$ cat src/rtl/pc_sequencer.sv
// Fetch controller: owns the program counter and issues one-outstanding
// instruction fetches. Taken branches redirect the PC and squash the fetch in flight.

module pc_sequencer_chk #(
    parameter int AW = 32
) (
    input logic          clk,
    input logic          rst_n,
    input logic          taken,
    input logic          imem_req,
    input logic          imem_gnt,
    input logic [AW-1:0] imem_addr,
    input logic          inst_valid,
    input logic          flush
);

    // A pending request may only move when a taken redirect retargets it.
    property p_req_hold;
        @(posedge clk) disable iff (!rst_n)
            (imem_req && !imem_gnt && !taken) |=> (imem_req && $stable(imem_addr));
    endproperty
    a_req_hold: assert property (p_req_hold);

    // A redirect drops the data it races with, so delivery and flush never coincide.
    property p_valid_no_flush;
        @(posedge clk) disable iff (!rst_n)
            inst_valid |-> !flush;
    endproperty
    a_valid_no_flush: assert property (p_valid_no_flush);

endmodule

module pc_sequencer #(
    parameter int            AW       = 32,
    parameter logic [AW-1:0] RESET_PC = {AW{1'b0}}
) (
    input  logic          clk,
    input  logic          rst_n,
    input  logic          stall,
    input  logic          br_valid,
    input  logic [1:0]    bs,
    input  logic          ps,
    input  logic          z,
    input  logic [AW-1:0] bra,
    input  logic [AW-1:0] raa,
    output logic          imem_req,
    output logic [AW-1:0] imem_addr,
    input  logic          imem_gnt,
    input  logic          imem_rvalid,
    input  logic [31:0]   imem_rdata,
    output logic          inst_valid,
    output logic [31:0]   inst,
    output logic [AW-1:0] inst_pc,
    output logic [AW-1:0] pc_1,
    output logic          flush
);

    typedef enum logic [1:0] {
        ST_RST  = 2'd0,
        ST_HOLD = 2'd1,
        ST_REQ  = 2'd2,
        ST_WAIT = 2'd3
    } state_t;

    localparam logic [AW-1:0] PC_ONE = {{(AW-1){1'b0}}, 1'b1};

    state_t        state_r;
    logic [AW-1:0] pc_r;
    logic [AW-1:0] fetch_pc_r;
    logic          squash_r;
    logic          inst_valid_r;
    logic [31:0]   inst_r;
    logic [AW-1:0] inst_pc_r;
    logic [AW-1:0] pc_1_r;
    logic          flush_r;

    logic [1:0]    sel_s;
    logic [AW-1:0] target_s;
    logic          taken_s;

    // Next-address (MUX C) select and redirect decision; RST ignores branch control.
    always_comb begin
        sel_s    = {bs[1], bs[0] & (bs[1] | (ps ^ z))};
        target_s = bra;
        case (sel_s)
            2'd2:    target_s = raa;
            default: target_s = bra;
        endcase
        if (br_valid && (sel_s != 2'd0) && (state_r != ST_RST)) begin
            taken_s = 1'b1;
        end else begin
            taken_s = 1'b0;
        end
    end

    // Fetch sequencer: state, PC, squash tracking and registered delivery.
    always_ff @(posedge clk or negedge rst_n) begin
        if (!rst_n) begin
            state_r      <= ST_RST;
            pc_r         <= RESET_PC;
            fetch_pc_r   <= {AW{1'b0}};
            squash_r     <= 1'b0;
            inst_valid_r <= 1'b0;
            inst_r       <= 32'h0000_0000;
            inst_pc_r    <= {AW{1'b0}};
            pc_1_r       <= {AW{1'b0}};
            flush_r      <= 1'b0;
        end else begin
            inst_valid_r <= 1'b0;
            flush_r      <= taken_s;
            case (state_r)
                ST_RST: begin
                    state_r <= stall ? ST_HOLD : ST_REQ;
                end
                ST_HOLD: begin
                    if (!stall) begin
                        state_r <= ST_REQ;
                    end
                end
                ST_REQ: begin
                    if (imem_gnt) begin
                        state_r    <= ST_WAIT;
                        fetch_pc_r <= pc_r;
                        squash_r   <= taken_s;
                        pc_r       <= pc_r + PC_ONE;
                    end
                end
                ST_WAIT: begin
                    if (imem_rvalid) begin
                        state_r  <= stall ? ST_HOLD : ST_REQ;
                        squash_r <= 1'b0;
                        // A redirect in the response cycle kills that response too.
                        if (!squash_r && !taken_s) begin
                            inst_valid_r <= 1'b1;
                            inst_r       <= imem_rdata;
                            inst_pc_r    <= fetch_pc_r;
                            pc_1_r       <= fetch_pc_r + PC_ONE;
                        end
                    end else if (taken_s) begin
                        squash_r <= 1'b1;
                    end
                end
                default: begin
                    state_r <= ST_RST;
                end
            endcase
            // Redirect wins over the grant increment.
            if (taken_s) begin
                pc_r <= target_s;
            end
        end
    end

    assign imem_req   = (state_r == ST_REQ);
    assign imem_addr  = pc_r;
    assign inst_valid = inst_valid_r;
    assign inst       = inst_r;
    assign inst_pc    = inst_pc_r;
    assign pc_1       = pc_1_r;
    assign flush      = flush_r;

    pc_sequencer_chk #(.AW(AW)) u_chk (
        .clk        (clk),
        .rst_n      (rst_n),
        .taken      (taken_s),
        .imem_req   (imem_req),
        .imem_gnt   (imem_gnt),
        .imem_addr  (imem_addr),
        .inst_valid (inst_valid),
        .flush      (flush)
    );

endmodule
$ cat config.mk
export PLATFORM = sky130hd
export DESIGN_NAME = pc_sequencer
export DESIGN_NICKNAME = d
export VERILOG_FILES = /design/src/rtl/pc_sequencer.sv
export SDC_FILE = /design/constraint.sdc
export NUM_CORES = 1
export LEC_CHECK = 0
export CAP_MARGIN = 30
export CORE_MARGIN = 2
export CORE_UTILIZATION = 47
export CTS_CLUSTER_DIAMETER = 50
export DETAILED_ROUTE_END_ITERATION = 16
export PLACE_DENSITY = 0.92
export SLEW_MARGIN = 20
export SYNTH_ARGS = -nofsm -noshare
export SYNTH_HDL_FRONTEND = slang
export SYNTH_SLANG_ARGS = --single-unit
$ cat constraint.sdc
create_clock -name clk -period 2.7 [get_ports clk]
set_clock_uncertainty 0.1 [all_clocks]
set_input_delay 0.27 -clock clk [delete_from_list [all_inputs] [get_ports clk]]
set_output_delay 0.27 -clock clk [all_outputs]
set_load 0.01 [all_outputs]
# [Word-level counts from Yosys, hierarchy flattened]
# Cells that the tools add are included.
[totals] ff_bits=165 input_bits=106 elab_cells=55
[classes] add_sub_neg=2 n_eq_ne=8 mux=17 n_bitwise=3 n_reduce_logical=16
[op_table] operator="two-way mux 32 bit" count=4
[op_table] operator="adder 32 x 1 -> 32 bit (second input constant)" count=2
[op_table] operator="nonzero test 2 bit" count=5
[op_table] operator="AND reduction 3 bit" count=3
[op_table] operator="two-way mux 2 bit" count=4
[op_table] operator="one-hot mux 2 bit (4 select lines)" count=1
[op_table] operator="two-way mux 1 bit" count=7
[op_table] operator="== test 2 bit (second input constant)" count=3
[op_table] operator="inequality test 2 bit (second input constant)" count=2
[op_table] operator="AND reduction 2 bit" count=2
[op_table] operator="logical AND 1 bit" count=3
[op_table] operator="inequality test 3 bit (second input constant)" count=1
[op_table] operator="== test 2 x 1 -> 1 bit (second input constant)" count=1
[op_table] operator="zero test 1 bit" count=2
[op_table] operator="zero test 2 bit" count=1
[op_table] operator="inequality test 2 x 1 -> 1 bit (second input constant)" count=1
[op_table] operator="one-hot mux 1 bit (2 select lines)" count=1
[op_table] operator="bitwise AND 1 bit" count=1
[op_table] operator="OR 1 bit" count=1
[op_table] operator="XOR 1 bit" count=1

# [Depth between registers and ports, before layout]
[logic_depth] depth_word=12 ltp_mapped=11

# [Worst setup path after synthesis]
# No wires, ideal clock.
[synth_timing] path_kind="register to register" start="register state_r[0]" end="register pc_r[30], in the netlist imem_addr[30]" setup_time_ps=86 arrival_time_ps=2206 slack_ps=308 stages_incl_launch_ff=8 period_less_slack_ps=2392 path_cell_list="dfrtp_1 > inv_1 > ha_1 > buf_2 > nand2_1 > or4_1 > or4b_1 > a32oi_1"
[synth_lines] element="from (decl)" line_no="67" source="state_t state_r;"
[synth_lines] element="from (signal assigned)" line_no="113" source="state_r <= stall ? ST_HOLD : ST_REQ;"
[synth_lines] element="from (signal assigned)" line_no="130" source="state_r <= stall ? ST_HOLD : ST_REQ;"
[synth_lines] element="== test 2 bit"
[synth_lines] element="named net imem_req" line_no="46" source="output logic imem_req,"
[synth_lines] element="nonzero test 2 bit (no source line)"
[synth_lines] element="AND reduction 2 bit (no source line)"
[synth_lines] element="to (signal assigned)" line_no="125" source="pc_r <= pc_r + PC_ONE;"
[synth_lines] element="to (signal assigned)" line_no="149" source="pc_r <= target_s;"
[synth_lines] element="to (decl)" line_no="68" source="logic [AW-1:0] pc_r;"
# The timed path passes the listed nets, and every way through them passes these cells.
# A chain may end at the register's enable or synchronous reset.

# [Worst setup path after layout]
[layout_timing] start="register pc_r[12], in the netlist imem_addr[12]" end="register pc_r[30], in the netlist imem_addr[30]"
[layout_via] elab_chain_len=4
[layout_lines] element="adder 32 x 1 -> 32 bit" line_no="125"
[layout_lines] element="two-way mux 32 bit" line_no="121" source="if (imem_gnt) begin"
[layout_lines] element="two-way mux 32 bit" line_no="111" source="case (state_r)"
[layout_lines] element="two-way mux 32 bit" line_no="148" source="if (taken_s) begin"
# Every way passes these cells. The select of a mux whose other input is x is not followed.

==> summary.txt <==
Status -> complete, no violations
Antenna violations before repair -> 0
Vias per cell -> 5.277
Htree depth -> 4
Diode count -> 0
CTS resizes -> 0
Setup_tns -> 0 ns
CP Launch Type -> flip-flop
Util after Layout -> 68.98%
Die Area -> 17490 sq um
EDFF count, synth -> 0
Clk slew on worst S/H paths -> 0.07 ns
Worst-Margin Slew -> 0.6639 ns
Fin cells -> 1310
Via count -> 6913
Grt ovf -> 0
Seq cells post-synth -> 165
# IOs -> 237
Fin crit share -> 89.48%
Arrival @ worst endpoint -> 2.65 ns
Num rows -> 46
Clk sinks -> 165
WP data required -> 2.94 ns
TritonCTS Buffers -> 17
Leakage -> 4.920 nW
Wirelength per Cell -> 16.53 um
Power per cell area -> 1094 nW/um^2
Mapped Area -> 7732 sq um
Final min period -> 2.416 ns
Largest buffer count on any clock path -> 2
Final ANT Viol Nets -> 0
Fraction of registers with async set/reset -> 100.0%
Final worst setup slack -> 0.2840 ns
Inst Count DP -> 1277
Peak VDD IR -> 0.5191 mV
Largest net degree at the start of global routing -> 76
Post-synth cell types -> 44
Critical path class -> reg2reg
CTS tree -> built
Net count after synthesis -> 966
Max cap viols -> 0
Worst slew margin -> 55.74%
Nets -> 1193
Place WS -> 0.3440 ns
Fill count -> 1210
DIE HEIGHT -> 132.3 um
Drt total wl -> 21650 um
Number of global-route vias before repair -> 6863
Die Wd -> 132.3 um
Main synth FF type -> dfrtp_1
DRC Markers -> 0
First-pass GRT wire length -> 35260 um
Root Buffer -> clkbuf_16
Initial Utilization -> 48.33%
Drt first pass iters -> 5
Critical path peak fanout -> 7
Port Buf Inserts -> 236
Area grow syn2layout -> 42.73%
Iter 0 DRT Violations -> 372
Fin. max-slew vios -> 0
Post-synthesis sequential area ratio -> 53.40%
Gr usage total -> 25.24%
Hold Crit Class -> in2async
Share of cells above drive strength 1 -> 8.135%
Ys Warns -> 0
Setup crit end kind -> flip-flop
Max Clk Rate -> 413.9 MHz
RSZ-0062 raised after global routing -> no
Final RePlAce weighted congestion -> 0.9067
Hpwl dp -> 15990 um
Final Hold Fails -> 0
Syn Inst Count -> 854
Final setup fails -> 0
Post-Syn Area per Cell -> 9.054 sq um
Later-pin clock latency in the skew report -> 0.42 ns
Core Footprint -> 16000 sq um
## critical path, cell delays in order, from the launching register on
cell     delay, ns
dfrtp_1       0.48
and3_1        0.39
nand4_4       0.17
or4_4         0.48
or4b_1        0.49
a32oi_1       0.21
## cells in the final DEF, fill, tap and decap left out, drive strengths merged, types with 18 or more instances in the layout
master,synthesis,layout
nand2,313,313
clkdlybuf4s50,0,235
dfrtp,165,165
o21ai,43,43
and3,35,35
xnor2,31,31
xor2,26,26
mux2,25,25
nand3,25,25
a21oi,24,24
clkbuf,34,19
inv,15,19
nor2,18,18
buf,12,18
## per-stage QoR
step                hold WS (ns)  instance area [sq um]  total power [mW]
global route              0.2714                  11040             12.82
detailed placement        0.1309                  10400             9.572
global placement          0.1285                  10400             9.368
CTS                       0.2625                  11040             12.14
floorplan                -0.1256                   7732             6.800
finish                    0.2605                  11040             12.07
## state kept, by name, indices dropped and copies added (netlist names)
| register | flops |
|---|---|
| fetch_pc_r | 32 |
| flush | 1 |
| imem_addr | 32 |
| inst | 32 |
| inst_pc | 32 |
| inst_valid | 1 |
| pc_1 | 32 |
| squash_r | 1 |
| state_r | 2 |
## final timing paths
check | startpoint | endpoint | slack [ns] | depth (start not counted)
worst max-delay path | imem_addr[12]$_DFFE_PN0P_ | imem_addr[30]$_DFFE_PN0P_ | 0.28 | 5
min in group clk | imem_rdata[2] | inst[2]$_DFFE_PN0P_ | 0.28 | 3
worst min-delay path | rst_n | inst[16]$_DFFE_PN0P_ | 0.26 | 2
worst min register to register | inst_pc[22]$_DFFE_PN0P_ | inst_pc[22]$_DFFE_PN0P_ | 0.37 | 2
worst max register to register | imem_addr[12]$_DFFE_PN0P_ | imem_addr[30]$_DFFE_PN0P_ | 0.28 | 5
max in group asynchronous | rst_n | fetch_pc_r[18]$_DFFE_PN0P_ | 1.53 | 3
## layout make-up
cell class / count / area [sq um] / area share [%]
flip-flops and latches: 165 / 4129 / 37.41
multi-input cells: 628 / 3382 / 30.64
inverters: 15 / 56.30 / 0.5101
well taps: 216 / 270.3 / 2.449
clock buffers: 19 / 452.9 / 4.104
repair buffers: 254 / 2576 / 23.34
clock inverters: 13 / 170.2 / 1.542
## report_power, final
group	internal [mW]	switching [mW]
Clock	1.52	0.999
Combinational	2.60	2.27
Sequential	3.57	1.11
## routing by layer
metal  wire [um]  vias to the layer above  GRT usage [%]
met4         323                        0          8.005
met1        8729                     3282          31.76
met5           0                        -              0
li1            -                     3292              -
met2       10670                      309          42.36
met3        1931                       30          7.113
## kinds of logic (layout without fill, tap and decap cells)
group | Yosys count | after routing | synth area share [%]
muxes | 26 | 26 | 3.770
buffers and inverters | 61 | 301 | 3.090
adders and majority gates | 6 | 6 | 0.9708
DFF | 165 | 165 | 53.40
and+or+nand+nor | 452 | 452 | 26.13
AOI/OAI and AO/OA | 87 | 87 | 6.181
xor gates and xnor gates | 57 | 57 | 6.456
## what timing repair did
action                    in CTS  in global routing
hold buffers                   1                  0
buffers inserted               0                  0
hold endpoints to repair      44                  0
## cell usage after synthesis, drive strengths merged, types with 2 or more instances
cell / n / area (sq um)
nand4b: 2 / 17.52
o21ai: 43 / 215.2
and2: 2 / 12.51
buf: 12 / 55.05
o221ai: 2 / 17.52
nor4: 9 / 71.32
and4: 6 / 55.05
or3: 6 / 41.29
a31oi: 11 / 68.82
nand2b: 2 / 12.51
nand3: 25 / 125.1
nor3: 13 / 65.06
a21o: 2 / 15.01
or4: 2 / 18.77
xnor2: 31 / 271.5
xor2: 26 / 227.7
nand3b: 2 / 15.01
nor2: 18 / 67.56
and3: 35 / 219.0
nand2: 313 / 1175
mux2: 25 / 281.5
a21oi: 24 / 120.1
inv: 15 / 56.30
nand4: 15 / 108.9
ha: 6 / 75.07
dfrtp: 165 / 4129
clkbuf: 34 / 127.6
Note: power is estimated with default switching activity, not from simulation.
